<file path="src/rtl/multicycle_controller.sv">
// rtl/multicycle_controller.sv - RV32I-subset multicycle control FSM (lw, sw, R/I ALU ops, beq, jal)
module multicycle_controller (
    input  logic       clk,
    input  logic       rst,
    input  logic [6:0] op,
    input  logic [2:0] funct3,
    input  logic       funct7b5,
    input  logic       zero,
    input  logic       mem_ready,
    output logic       PCWrite,
    output logic       AdrSrc,
    output logic       MemWrite,
    output logic       IRWrite,
    output logic       RegWrite,
    output logic [1:0] ResultSrc,
    output logic [1:0] ALUSrcA,
    output logic [1:0] ALUSrcB,
    output logic [2:0] ALUControl,
    output logic [1:0] IMMSrc,
    output logic       illegal,
    output logic [3:0] state
);

    typedef enum logic [3:0] {
        S_FETCH    = 4'd0,
        S_DECODE   = 4'd1,
        S_MEMADR   = 4'd2,
        S_MEMREAD  = 4'd3,
        S_MEMWB    = 4'd4,
        S_MEMWRITE = 4'd5,
        S_EXECUTER = 4'd6,
        S_EXECUTEI = 4'd7,
        S_ALUWB    = 4'd8,
        S_BEQ      = 4'd9,
        S_JAL      = 4'd10,
        S_TRAP     = 4'd11
    } state_t;

    localparam logic [6:0] OP_LOAD   = 7'b0000011;
    localparam logic [6:0] OP_STORE  = 7'b0100011;
    localparam logic [6:0] OP_RTYPE  = 7'b0110011;
    localparam logic [6:0] OP_ITYPE  = 7'b0010011;
    localparam logic [6:0] OP_BRANCH = 7'b1100011;
    localparam logic [6:0] OP_JAL    = 7'b1101111;

    localparam logic [2:0] ALU_ADD = 3'b000;
    localparam logic [2:0] ALU_SUB = 3'b001;
    localparam logic [2:0] ALU_AND = 3'b010;
    localparam logic [2:0] ALU_OR  = 3'b011;
    localparam logic [2:0] ALU_SLT = 3'b101;

    // fetch/branch/jump are kept as qualifiers so PCWrite and IRWrite can
    // follow mem_ready and zero within the same cycle.
    typedef struct packed {
        logic       adr_src;
        logic       mem_write;
        logic       reg_write;
        logic [1:0] result_src;
        logic [1:0] alu_src_a;
        logic [1:0] alu_src_b;
        logic [2:0] alu_control;
        logic [1:0] imm_src;
        logic       trap;
        logic       fetch;
        logic       branch;
        logic       jump;
    } ctrl_t;

    function automatic ctrl_t ctrl_for(input state_t s, input logic is_store,
                                       input logic [2:0] alu_fn);
        ctrl_t c;
        c = '0;
        case (s)
            S_FETCH: begin
                c.alu_src_b  = 2'b10;
                c.result_src = 2'b10;
                c.fetch      = 1'b1;
            end
            S_DECODE: begin
                c.alu_src_a = 2'b01;
                c.alu_src_b = 2'b01;
                c.imm_src   = 2'b10;
            end
            S_MEMADR: begin
                c.alu_src_a = 2'b10;
                c.alu_src_b = 2'b01;
                c.imm_src   = is_store ? 2'b01 : 2'b00;
            end
            S_MEMREAD: c.adr_src = 1'b1;
            S_MEMWB: begin
                c.result_src = 2'b01;
                c.reg_write  = 1'b1;
            end
            S_MEMWRITE: begin
                c.adr_src   = 1'b1;
                c.mem_write = 1'b1;
            end
            S_EXECUTER: begin
                c.alu_src_a   = 2'b10;
                c.alu_control = alu_fn;
            end
            S_EXECUTEI: begin
                c.alu_src_a   = 2'b10;
                c.alu_src_b   = 2'b01;
                c.alu_control = alu_fn;
            end
            S_ALUWB: c.reg_write = 1'b1;
            S_BEQ: begin
                c.alu_src_a   = 2'b10;
                c.alu_control = ALU_SUB;
                c.branch      = 1'b1;
            end
            S_JAL: begin
                c.alu_src_a = 2'b01;
                c.alu_src_b = 2'b10;
                c.imm_src   = 2'b11;
                c.jump      = 1'b1;
            end
            S_TRAP: c.trap = 1'b1;
            default: c = '0;
        endcase
        return c;
    endfunction

    state_t     state_q, state_d;
    ctrl_t      ctrl_q, ctrl_d;
    logic [2:0] alu_dec;

    always_comb begin
        alu_dec = ALU_ADD;
        case (funct3)
            3'b000:  alu_dec = (op[5] & funct7b5) ? ALU_SUB : ALU_ADD;
            3'b010:  alu_dec = ALU_SLT;
            3'b110:  alu_dec = ALU_OR;
            3'b111:  alu_dec = ALU_AND;
            default: alu_dec = ALU_ADD;
        endcase
    end

    always_comb begin
        state_d = state_q;
        case (state_q)
            S_FETCH:    state_d = mem_ready ? S_DECODE : S_FETCH;
            S_DECODE: begin
                case (op)
                    OP_LOAD, OP_STORE: state_d = S_MEMADR;
                    OP_RTYPE:          state_d = S_EXECUTER;
                    OP_ITYPE:          state_d = S_EXECUTEI;
                    OP_BRANCH:         state_d = S_BEQ;
                    OP_JAL:            state_d = S_JAL;
                    default:           state_d = S_TRAP;
                endcase
            end
            S_MEMADR:   state_d = op[5] ? S_MEMWRITE : S_MEMREAD;
            S_MEMREAD:  state_d = mem_ready ? S_MEMWB : S_MEMREAD;
            S_MEMWB:    state_d = S_FETCH;
            S_MEMWRITE: state_d = mem_ready ? S_FETCH : S_MEMWRITE;
            S_EXECUTER: state_d = S_ALUWB;
            S_EXECUTEI: state_d = S_ALUWB;
            S_ALUWB:    state_d = S_FETCH;
            S_BEQ:      state_d = S_FETCH;
            S_JAL:      state_d = S_ALUWB;
            S_TRAP:     state_d = S_TRAP;
            default:    state_d = S_FETCH;
        endcase
    end

    // Outputs are registered against the state being entered; op/funct3 come
    // from the instruction register and are stable for the whole instruction.
    always_comb ctrl_d = ctrl_for(state_d, op[5], alu_dec);

    always_ff @(posedge clk or posedge rst) begin
        if (rst) begin
            state_q <= S_FETCH;
            ctrl_q  <= ctrl_for(S_FETCH, 1'b0, ALU_ADD);
        end else begin
            state_q <= state_d;
            ctrl_q  <= ctrl_d;
        end
    end

    assign IRWrite    = ~rst & ctrl_q.fetch & mem_ready;
    assign PCWrite    = (~rst & ctrl_q.fetch & mem_ready) | (ctrl_q.branch & zero) | ctrl_q.jump;
    assign AdrSrc     = ctrl_q.adr_src;
    assign MemWrite   = ctrl_q.mem_write;
    assign RegWrite   = ctrl_q.reg_write;
    assign ResultSrc  = ctrl_q.result_src;
    assign ALUSrcA    = ctrl_q.alu_src_a;
    assign ALUSrcB    = ctrl_q.alu_src_b;
    assign ALUControl = ctrl_q.alu_control;
    assign IMMSrc     = ctrl_q.imm_src;
    assign illegal    = ctrl_q.trap;
    assign state      = state_q;

endmodule

</file>
<file path="config.mk">
export PLATFORM = sky130hd
export DESIGN_NAME = multicycle_controller
export DESIGN_NICKNAME = d
export VERILOG_FILES = /design/src/rtl/multicycle_controller.sv
export SDC_FILE = /design/constraint.sdc
export NUM_CORES = 1
export LEC_CHECK = 0
export BUFFER_PORTS_ARGS = -buffer_cell sky130_fd_sc_hd__buf_2
export CAP_MARGIN = 20
export CELL_PAD_IN_SITES_DETAIL_PLACEMENT = 1
export CELL_PAD_IN_SITES_GLOBAL_PLACEMENT = 2
export CORE_MARGIN = 1.5
export CORE_UTILIZATION = 32
export CTS_BUF_LIST = sky130_fd_sc_hd__clkbuf_8
export CTS_CLUSTER_DIAMETER = 40
export DETAILED_ROUTE_END_ITERATION = 16
export PLACE_DENSITY_LB_ADDON = 0.2
export SETUP_SLACK_MARGIN = 0.2
export SYNTH_ARGS = -nofsm -noshare
export SYNTH_HDL_FRONTEND = slang
export SYNTH_SLANG_ARGS = --single-unit
export TNS_END_PERCENT = 20
</file>
<file path="constraint.sdc">
create_clock -name clk -period 2.35 [get_ports clk]
set_clock_uncertainty 0.15 [all_clocks]
set_input_delay 0.3525 -clock clk [delete_from_list [all_inputs] [get_ports clk]]
set_output_delay 0.3525 -clock clk [all_outputs]
set_load 0.01 [all_outputs]
</file>
==> results of run 1 <==
[power groups by stage]
stage	combinational (µW)	clock (µW)	sequential (µW)
after global placement	725	0	584
after global routing	795	249	600
after floorplan	648	0	546
after detailed placement	722	0	593
final	712	220	581
after CTS	725	228	585
[metal layers]
metal / GRT usage (%) / wire, µm / vias up / part of all wire (%)
li1: - / - / 404 / -
met3: 2.88 / 128 / 2 / 5.5
met1: 16.7 / 1030 / 401 / 44
met5: 0 / 0 / - / 0
met2: 21.9 / 1150 / 30 / 50
met4: 1.67 / 12 / 0 / 0.52
[metrics by stage]
stage	instance area, µm²	setup WS (ps)	hold slack (ps)	std cells
after floorplan	1130	563	183	106
after global placement	1250	461	293	172
after detailed placement	1250	437	298	172
after CTS	1300	462	20.3	176
after global routing	1300	311	23.1	176
final	1300	495	2.07	176
[path summary, 6_finish.rpt]
kind                                      endpoint  cells after the start
min in group clk           ALUControl[2]$_DFF_PP0_                      2
max in group asynchronous      ctrl_q[2]$_DFF_PP1_                      3
max                            IMMSrc[1]$_DFF_PP0_                      5
min reg2reg                 ResultSrc[0]$_DFF_PP0_                      1
min                             state[1]$_DFF_PP0_                      3
max reg2reg                    IMMSrc[1]$_DFF_PP0_                      5
[worst max-delay path, stage by stage (launching register included)]
cell                      delay, ps
sky130_fd_sc_hd__dfrtp_1        520
sky130_fd_sc_hd__nor2_2         220
sky130_fd_sc_hd__nand3_1        170
sky130_fd_sc_hd__o21ai_1        360
sky130_fd_sc_hd__nand2_1        200
sky130_fd_sc_hd__o21ai_1        160
[cells in the mapped netlist (all sizes together) (3+ instances only)]
| master | number | share of area [%] |
|---|---|---|
| nand3 | 3 | 1.3 |
| nand2 | 7 | 2.3 |
| a21oi | 4 | 1.8 |
| inv | 5 | 1.7 |
| nor2 | 6 | 2.2 |
| dfrtp | 19 | 42 |
| nand2b | 4 | 2.2 |
| buf | 16 | 10 |
| nor3 | 5 | 2.2 |
| o21ai | 8 | 3.9 |
[cell type report]
cell class              count  share of cell area, %
inverters                   5                   1.45
clock buffers               3                   3.18
multi-input cells          64                   35.9
repair buffers             36                   14.1
clock inverters             1                  0.289
well taps                  46                   4.44
flip-flops and latches     21                   40.7
[cells by family (layout without fill, tap and decap cells)]
logic type	count (synthesis)	in the layout	synth area share [%]
DFF	21	21	46.8
and+or+nand+nor	43	43	27.3
xor gates and xnor gates	1	1	0.776
AOI/OAI and AO/OA	18	18	11.0
muxes	2	2	2.22
buffers and inverters	21	45	12.0
[state kept, by name, summed over array words and instances (netlist names)]
name / flops
ctrl_q: 3
ALUControl: 3
MemWrite: 1
ALUSrcB: 2
AdrSrc: 1
IMMSrc: 2
ResultSrc: 1
ALUSrcA: 2
illegal: 1
RegWrite: 1
state: 4
==> flow_summary.yaml, run 1 <==
power:
  combPwrFrac_pct: 47.1
  share_seq_of_total_power_pct: 38.4
  power.static_leakage_uw: 0.000682
  vdd_ir_drop_max_v: 0.000398
  power.share.switching_pct: 40.4
  p_int_uw: 901
  design_power_total_uw: 1510
  power-per-cell-area_mw_per_mm2: 1170
  clockPowerShare_pct: 14.5
  power_switching_uw: 612
worst_setup_path:
  crit_type: "register to register"
  r2r_start: "state[3]$_DFF_PP0_"
  crit_required_ps: 2370
  timing.critical_path.fanout_max: 9
  critical_path.startpoint_type: "register"
  crit_path_end_kind: "register"
  cp.arrival_ps: 1880
  timing.reg2reg.setup_slack_ps: 490
  crit_path_start: "state[3]$_DFF_PP0_"
synth:
  synth_warnings: 0
  synth_ff_type: "sky130_fd_sc_hd__dfrtp_1"
  synth_edf_count: 0
  yosysUniqueCellTypes: 41
  mappedNetlistArea_mm2: 0.00113
  synth-seq-area-share_pct: 46.8
  syn-instance-count: 106
  synth-async-reset-ratio_pct: 100
  synth.avg_cell_area_um2: 10.6
  syn-num-nets: 121
  synth.ff_latch_count: 21
detailed_routing:
  vias_per_cell: 4.76
  via_count: 837
  wl_cell_um: 13.2
  drt_first_iter_violations: 15
  drc: 0
  final_antenna_net_count: 0
  drt_first_pass_iters: 4
  detail_route.wirelength_um: 2320
floorplan:
  num_rows: 21
  die-area_mm2: 0.00389
  num_io_pins: 36
  core_mm2: 0.00336
  initial_utilization_pct: 33.6
  die_h_um: 62.4
  width_of_the_chip_um: 62.4
sta:
  min_period_ps: 1860
  grt_setup_unrepaired: "false"
  timing_hold_violations_final: 0
  worst_slew_margin_rel_pct: 74.4
  share_of_the_cycle_needed_by_the_critical_path_after_routing_pct: 78.9
  max_slew.worst_pin.slew_ps: 383
  final_max_slew_viol_count: 0
  setup-violations-final: 0
  fmaxAchievable_mhz: 539
  timing.setup.tns_ps: 0
clock_network:
  htreeDepth: 1
  cts.path.max_buffers: 2
  post-cts-setup-buffer-count: 0
  clk_pin_slew_worst_paths_ps: 70
  cts.hold.buffers_added: 0
  cts_num_sinks: 21
  post_cts_resize_count: 0
  cts-root-buf: "sky130_fd_sc_hd__clkbuf_8"
  insertion_delay_ps: 250
  cts_buffers: 3
  clock_tree_from_tritoncts: "built"
grt:
  grt_first_pass_wirelength_um: 3890
  grt_max_degree: 22
  grt_util_all_layers_pct: 12.7
  gr-total-overflow: 0
  number_of_antenna_violations_at_the_first_check_in_global_routing: 0
  first_global_vias: 812
placed_design:
  port_buffers: 35
  gp_congestion: 0.736
  place.detailed.hpwl_um: 1830
final_layout:
  drive_gt1_share_pct: 39.2
  fin_util_pct: 38.6
  area.growth.synth_to_final_pct: 15.0
  final_cell_mix: "35 x sky130_fd_sc_hd__buf_2, 19 x sky130_fd_sc_hd__dfrtp_1, 7 x sky130_fd_sc_hd__nand2_1"
  regArea_um2: 528
  diodes: 0
  fin_nets: 146
  final.fill_count: 414
  multi_input_area_um2: 465
  final_common_cell: "sky130_fd_sc_hd__buf_2"
worst_hold_path:
  hold_class: "input port to async pin"
outcome:
  run_status: "completed"
job:
  timing.max_cap.violations: 0
Power figures use the tool's default switching activity.
==> run 2, diff against run 1 <==
--- a/config.mk
+++ b/config.mk
@@ -10,7 +10,7 @@
 export CELL_PAD_IN_SITES_DETAIL_PLACEMENT = 1
 export CELL_PAD_IN_SITES_GLOBAL_PLACEMENT = 2
 export CORE_MARGIN = 1.5
-export CORE_UTILIZATION = 32
+export CORE_UTILIZATION = 29
 export CTS_BUF_LIST = sky130_fd_sc_hd__clkbuf_8
 export CTS_CLUSTER_DIAMETER = 40
 export DETAILED_ROUTE_END_ITERATION = 16
==> constraint.sdc (replaced) <==
create_clock -name clk -period 1.7 [get_ports clk]
set_clock_uncertainty 0.15 [all_clocks]
set_input_delay 0.255 -clock clk [delete_from_list [all_inputs] [get_ports clk]]
set_output_delay 0.255 -clock clk [all_outputs]
set_load 0.01 [all_outputs]
==> run 2 against run 1 <==
Net effect: the run now ends with setup timing left; total power increased by 71%; register-to-register slack got worse by 540 ps; sequential share of layout area is 6.5 points lower; sequential power up 35%; critical path type unchanged; largest cell class unchanged.
==> flow_summary.yaml, run 2 (synthesis gave the netlist of run 1 again) <==
worst_setup_path:
  cp.arrival_ps: 1780
  crit_path_end_kind: "register"
  timing.critical_path.fanout_max: 7
  critical_path.startpoint_type: "register"
  crit_required_ps: 1740
  crit_type: "register to register"
clock_network:
  cts-root-buf: "sky130_fd_sc_hd__clkbuf_8"
  clk_pin_slew_worst_paths_ps: 80
  clock_tree_from_tritoncts: "built"
  cts_num_sinks: 21
  cts.path.max_buffers: 2
  insertion_delay_ps: 260
  cts_buffers: 3
  htreeDepth: 1
final_layout:
  fin_nets: 171
  stdcell_count: 203
  diodes: 0
  final.fill_count: 445
  final_common_cell: "sky130_fd_sc_hd__buf_2"
  area.growth.synth_to_final_pct: 38.2
  fin_util_pct: 42.3
  largest_register_ffs: 4
  final_cell_mix: "35 x sky130_fd_sc_hd__buf_2, 23 x sky130_fd_sc_hd__buf_4, 15 x sky130_fd_sc_hd__dfrtp_1"
  drive_gt1_share_pct: 58.7
worst_hold_path:
  hold_class: "input port to register"
power:
  power-per-cell-area_mw_per_mm2: 1660
  design_power_total_uw: 2590
  vdd_ir_drop_max_v: 0.000437
  power.static_leakage_uw: 0.000808
grt:
  first_global_vias: 1000
  grt.met3_usage_pct: 2.05
  grt.met1_usage_pct: 17.5
  grt_first_pass_wirelength_um: 4820
  grt_util_met2_pct: 28.2
  grt_max_degree: 22
  grt_util_all_layers_pct: 15.2
  gr-total-overflow: 0
  number_of_antenna_violations_at_the_first_check_in_global_routing: 0
  grt.busiest_layer: "met2"
detailed_routing:
  wl_cell_um: 14.7
  via_count: 972
  final_antenna_net_count: 0
  detail_route.wirelength_um: 2990
  drt_first_iter_violations: 46
  drc: 0
  drt_first_pass_iters: 3
  vias_per_cell: 4.79
job:
  timing.max_cap.violations: 0
floorplan:
  num_rows: 22
  initial_utilization_pct: 30.6
  num_io_pins: 36
  width_of_the_chip_um: 65.4
  die-area_mm2: 0.00428
  core_mm2: 0.00369
  die_h_um: 65.4
placed_design:
  post-place-ws_ps: -96.7
  port_buffers: 35
  placedCellCount: 195
  place.detailed.hpwl_um: 2150
  gp_congestion: 0.826
sta:
  share_of_the_cycle_needed_by_the_critical_path_after_routing_pct: 103
  finalWorstSetupSlack_ps: -46.5
  worst_slew_margin_rel_pct: 80.1
  grt_setup_unrepaired: "true"
  timing.setup.tns_ps: -98.1
  final_max_slew_viol_count: 0
  max_slew.worst_pin.slew_ps: 297
  setup-violations-final: 7
  timing_hold_violations_final: 0
  min_period_ps: 1750
  fmaxAchievable_mhz: 573
outcome:
  failing_checks: "setup timing"
  run_status: "finished with violations"
## run 2: cell type report
type,count,area (µm²),share of cell area (%)
Sequential cell,21,533,34.2
Multi-Input combinational cell,65,533,34.2
Timing Repair Buffer,60,369,23.7
Tap cell,48,60.1,3.85
Clock buffer,3,41.3,2.65
Inverter,5,18.8,1.20
Clock inverter,1,5.00,0.321
## run 2: path summary, 6_finish.rpt
check / slack (ps) / startpoint / end / depth (start not counted)
hold reg to reg: 610 / state[1]$_DFF_PP0_ / IMMSrc[1]$_DFF_PP0_ / 3
max in group asynchronous: 700 / rst / ALUSrcB[1]$_DFF_PP1_ / 4
min in group asynchronous: 430 / rst / state[3]$_DFF_PP0_ / 4
setup / recovery: -50 / state[2]$_DFF_PP0_ / AdrSrc$_DFF_PP0_ / 5
setup reg to reg: -50 / state[2]$_DFF_PP0_ / AdrSrc$_DFF_PP0_ / 5
hold / removal: 9 / funct3[2] / ALUControl[2]$_DFF_PP0_ / 2
## run 2: critical path, stage by stage, from the launching register on
cell and delay (ps):
sky130_fd_sc_hd__dfrtp_2 460, sky130_fd_sc_hd__nor4b_4 350, sky130_fd_sc_hd__o21ai_1 140, sky130_fd_sc_hd__a21oi_2 180
sky130_fd_sc_hd__nand4b_4 210, sky130_fd_sc_hd__a21boi_2 190
## run 2: timing repair
action / CTS / global route
gates cloned: 1 / 0
buffers inserted: 0 / 2
hold buffers: 1 / 0
resized for setup: 10 / 4
pin swaps: 3 / 3
endpoints found under the hold margin: 19 / 0
endpoints found under the setup margin: 21 / 22
## run 2: per-layer routing
metal	vias to the layer above	wire, µm
met5	-	0
met4	0	54
met3	5	121
met2	27	1540
met1	481	1270
li1	459	-
## run 2: power by group
| part | internal (µW) | switching (µW) | total [µW] |
|---|---|---|---|
| logic | 718 | 758 | 1480 |
| registers | 666 | 118 | 785 |
| clock network | 163 | 164 | 328 |
## run 2: stage by stage
stage | hold slack [ps] | area (µm²)
finish | 8.72 | 1560
detailed placement | 203 | 1430
CTS | 5.76 | 1530
global placement | 192 | 1430
global route | 22.7 | 1560
floorplan | 85.5 | 1150
==> run 3, diff against run 2 <==
--- a/config.mk
+++ b/config.mk
@@ -9,6 +9,7 @@
 export CAP_MARGIN = 20
 export CELL_PAD_IN_SITES_DETAIL_PLACEMENT = 1
 export CELL_PAD_IN_SITES_GLOBAL_PLACEMENT = 2
+export CORE_ASPECT_RATIO = 1.4
 export CORE_MARGIN = 1.5
 export CORE_UTILIZATION = 29
 export CTS_BUF_LIST = sky130_fd_sc_hd__clkbuf_8
==> constraint.sdc (replaced) <==
create_clock -name clk -period 1.45 [get_ports clk]
set_clock_uncertainty 0.15 [all_clocks]
set_input_delay 0.2175 -clock clk [delete_from_list [all_inputs] [get_ports clk]]
set_output_delay 0.2175 -clock clk [all_outputs]
set_load 0.01 [all_outputs]
==> run 3 against run 2 <==
Net effect: the run still ends with setup timing left; cell area is 11% higher; maximum frequency is 2.5% higher; clock-buffer cell count stayed put; clock power is 11% higher; flip-flop and latch count stayed put; sequential power is 19% higher; first-iteration DRC count is 67% lower; via count is 3.4% higher; core utilization is 4.6 points higher; critical path type unchanged; largest cell class is now multi-input gates; largest power group unchanged.
==> flow_summary.yaml, run 3 (synthesis gave the netlist of run 1 again) <==
sta:
  fmaxAchievable_mhz: 587
  setup-violations-final: 21
  share_of_the_cycle_needed_by_the_critical_path_after_routing_pct: 118
  final_max_slew_viol_count: 0
  worst_slew_margin_rel_pct: 81.7
  max_slew.worst_pin.slew_ps: 273
  timing_hold_violations_final: 0
  finalWorstSetupSlack_ps: -255
  grt_setup_unrepaired: "true"
  min_period_ps: 1700
worst_setup_path:
  worst_path_dominant_cell_family: "simple AND/OR/NAND/NOR gates"
  crit_chain: "and4bb_1 > nand2_1 > nand4b_4 > nor4_2"
  crit_type: "register to register"
  crit_slowest_cell: "sky130_fd_sc_hd__dfrtp_2"
  crit_path_end_kind: "register"
  timing.critical_path.fanout_max: 6
  crit_path_start: "state[0]$_DFF_PP0_"
  cp.depth: 4
  crit_required_ps: 1470
  timing.reg2reg.setup_slack_ps: -250
  critical_path.startpoint_type: "register"
  r2r_start: "state[0]$_DFF_PP0_"
  worstReg2RegEnd: "ctrl_q[2]$_DFF_PP1_"
  critical_path_max_stage_delay_ps: 470
  crit_end: "ctrl_q[2]$_DFF_PP1_"
  cp.arrival_ps: 1720
  worst_r2r_path_depth: 4
  critical_path_buf_inv_count: 0
clock_network:
  htreeDepth: 1
  cts-root-buf: "sky130_fd_sc_hd__clkbuf_8"
  cts_num_sinks: 21
  insertion_delay_ps: 260
  cts_buffers: 3
  cts.path.max_buffers: 2
  clk_pin_slew_worst_paths_ps: 80
  clock_tree_from_tritoncts: "built"
placed_design:
  place.detailed.hpwl_um: 2270
  placedCellCount: 188
  post-place-ws_ps: -335
  placed_cell_area_mm2: 0.00141
  gp_congestion: 0.793
  port_buffers: 35
outcome:
  run_status: "finished with violations"
  failing_checks: "setup timing"
final_layout:
  stdcell_count: 203
  fin_util_pct: 46.9
  regArea_um2: 533
  multi_input_area_um2: 627
  diodes: 0
  drive_gt1_share_pct: 66.5
  area.growth.synth_to_final_pct: 52.9
  largest_register_ffs: 4
  design_area_final_mm2: 0.00173
  final.fill_count: 434
  fin_nets: 177
  final_cell_mix: "32 x sky130_fd_sc_hd__buf_2, 24 x sky130_fd_sc_hd__buf_4, 15 x sky130_fd_sc_hd__dfrtp_1"
  final_common_cell: "sky130_fd_sc_hd__buf_2"
power:
  design_power_total_uw: 3300
  power-per-cell-area_mw_per_mm2: 1920
  power.static_leakage_uw: 0.000863
  vdd_ir_drop_max_v: 0.00102
detailed_routing:
  drt_first_iter_violations: 15
  detail_route.wirelength_um: 3080
  wl_cell_um: 15.2
  drt_first_pass_iters: 4
  vias_per_cell: 4.95
  via_count: 1005
  drc: 0
  final_antenna_net_count: 0
floorplan:
  num_rows: 26
  die_h_um: 76.8
  die-area_mm2: 0.00428
  num_io_pins: 36
  core_mm2: 0.00368
  initial_utilization_pct: 30.7
  width_of_the_chip_um: 55.7
worst_hold_path:
  hold_class: "input port to register"
grt:
  grt_util_all_layers_pct: 14.5
  gr-total-overflow: 0
  grt_max_degree: 22
  grt_first_pass_wirelength_um: 4800
  first_global_vias: 1004
  number_of_antenna_violations_at_the_first_check_in_global_routing: 0
job:
  timing.max_cap.violations: 0
run 3: changes by cell type in the layout (fill, tap and decap cells not counted), moves of 2 or more:
cell                            previous run  this run
sky130_fd_sc_hd__nor3_2                    2         4
sky130_fd_sc_hd__a21oi_1                   3         1
sky130_fd_sc_hd__o21ai_4                   0         2
sky130_fd_sc_hd__nor3_1                    3         1
sky130_fd_sc_hd__buf_2                    35        32
sky130_fd_sc_hd__a21oi_2                   1         3
sky130_fd_sc_hd__dlygate4sd3_1             1         3
sky130_fd_sc_hd__o21ai_1                   5         3
sky130_fd_sc_hd__buf_6                     1         7
run 3: how the worst min path moves through the flow:
stage,start,end,slack (ps),cells after the start
floorplan,rst,ALUControl[0]$_DFF_PP0_,50,1
global placement,rst,ctrl_q[1]$_DFF_PP0_,130,3
detailed placement,rst,ALUControl[0]$_DFF_PP0_,130,3
CTS,funct3[1],ALUControl[1]$_DFF_PP0_,60,3
global route,funct3[2],ALUControl[1]$_DFF_PP0_,100,3
finish,funct3[2],ALUControl[1]$_DFF_PP0_,80,3
run 3: repair_timing:
item                                    4_1_cts  5_1_grt
endpoints found under the setup margin       28       28
endpoints found under the hold margin        20        0
gates cloned                                  0        1
gates resized for setup                      14       25
buffers inserted                              3        4
hold buffers                                  3        0
pin swaps                                     9        9
run 3: worst reg2reg max path, cell delays in order, from the launching register on:
cell and delay (ps):
sky130_fd_sc_hd__dfrtp_2 470, sky130_fd_sc_hd__and4bb_1 270, sky130_fd_sc_hd__nand2_1 210, sky130_fd_sc_hd__nand4b_4 200, sky130_fd_sc_hd__nor4_2 330
run 3: layer usage:
layer	GRT usage [%]	up-vias	share of wire, %
met4	7.32	0	2.0
met2	26.3	28	56
met5	0	-	0
li1	-	471	-
met3	1.69	5	3.4
met1	16.5	501	38
run 3: report_power, final:
group	internal (µW)	switching, µW	leakage, µW	total (µW)
Sequential	782	150	0.000271	932
Combinational	1000	1010	0.000565	2010
Clock	188	176	0.0000269	365
Total	1970	1330	0.000863	3300
run 3: cell type report:
type | count | share of cell area (%)
Clock buffer | 3 | 2.39
Clock inverter | 1 | 0.218
Inverter | 5 | 1.09
Multi-Input combinational cell | 65 | 36.3
Sequential cell | 21 | 30.9
Tap cell | 42 | 3.05
Timing Repair Buffer | 66 | 26.0
run 3: through the flow:
step	hold slack, ps	TNS [ps]
detailed placement	127	-4180
floorplan	48.0	-2720
global placement	127	-3550
global route	99.8	-5400
CTS	59.2	-3690
finish	84.6	-3290
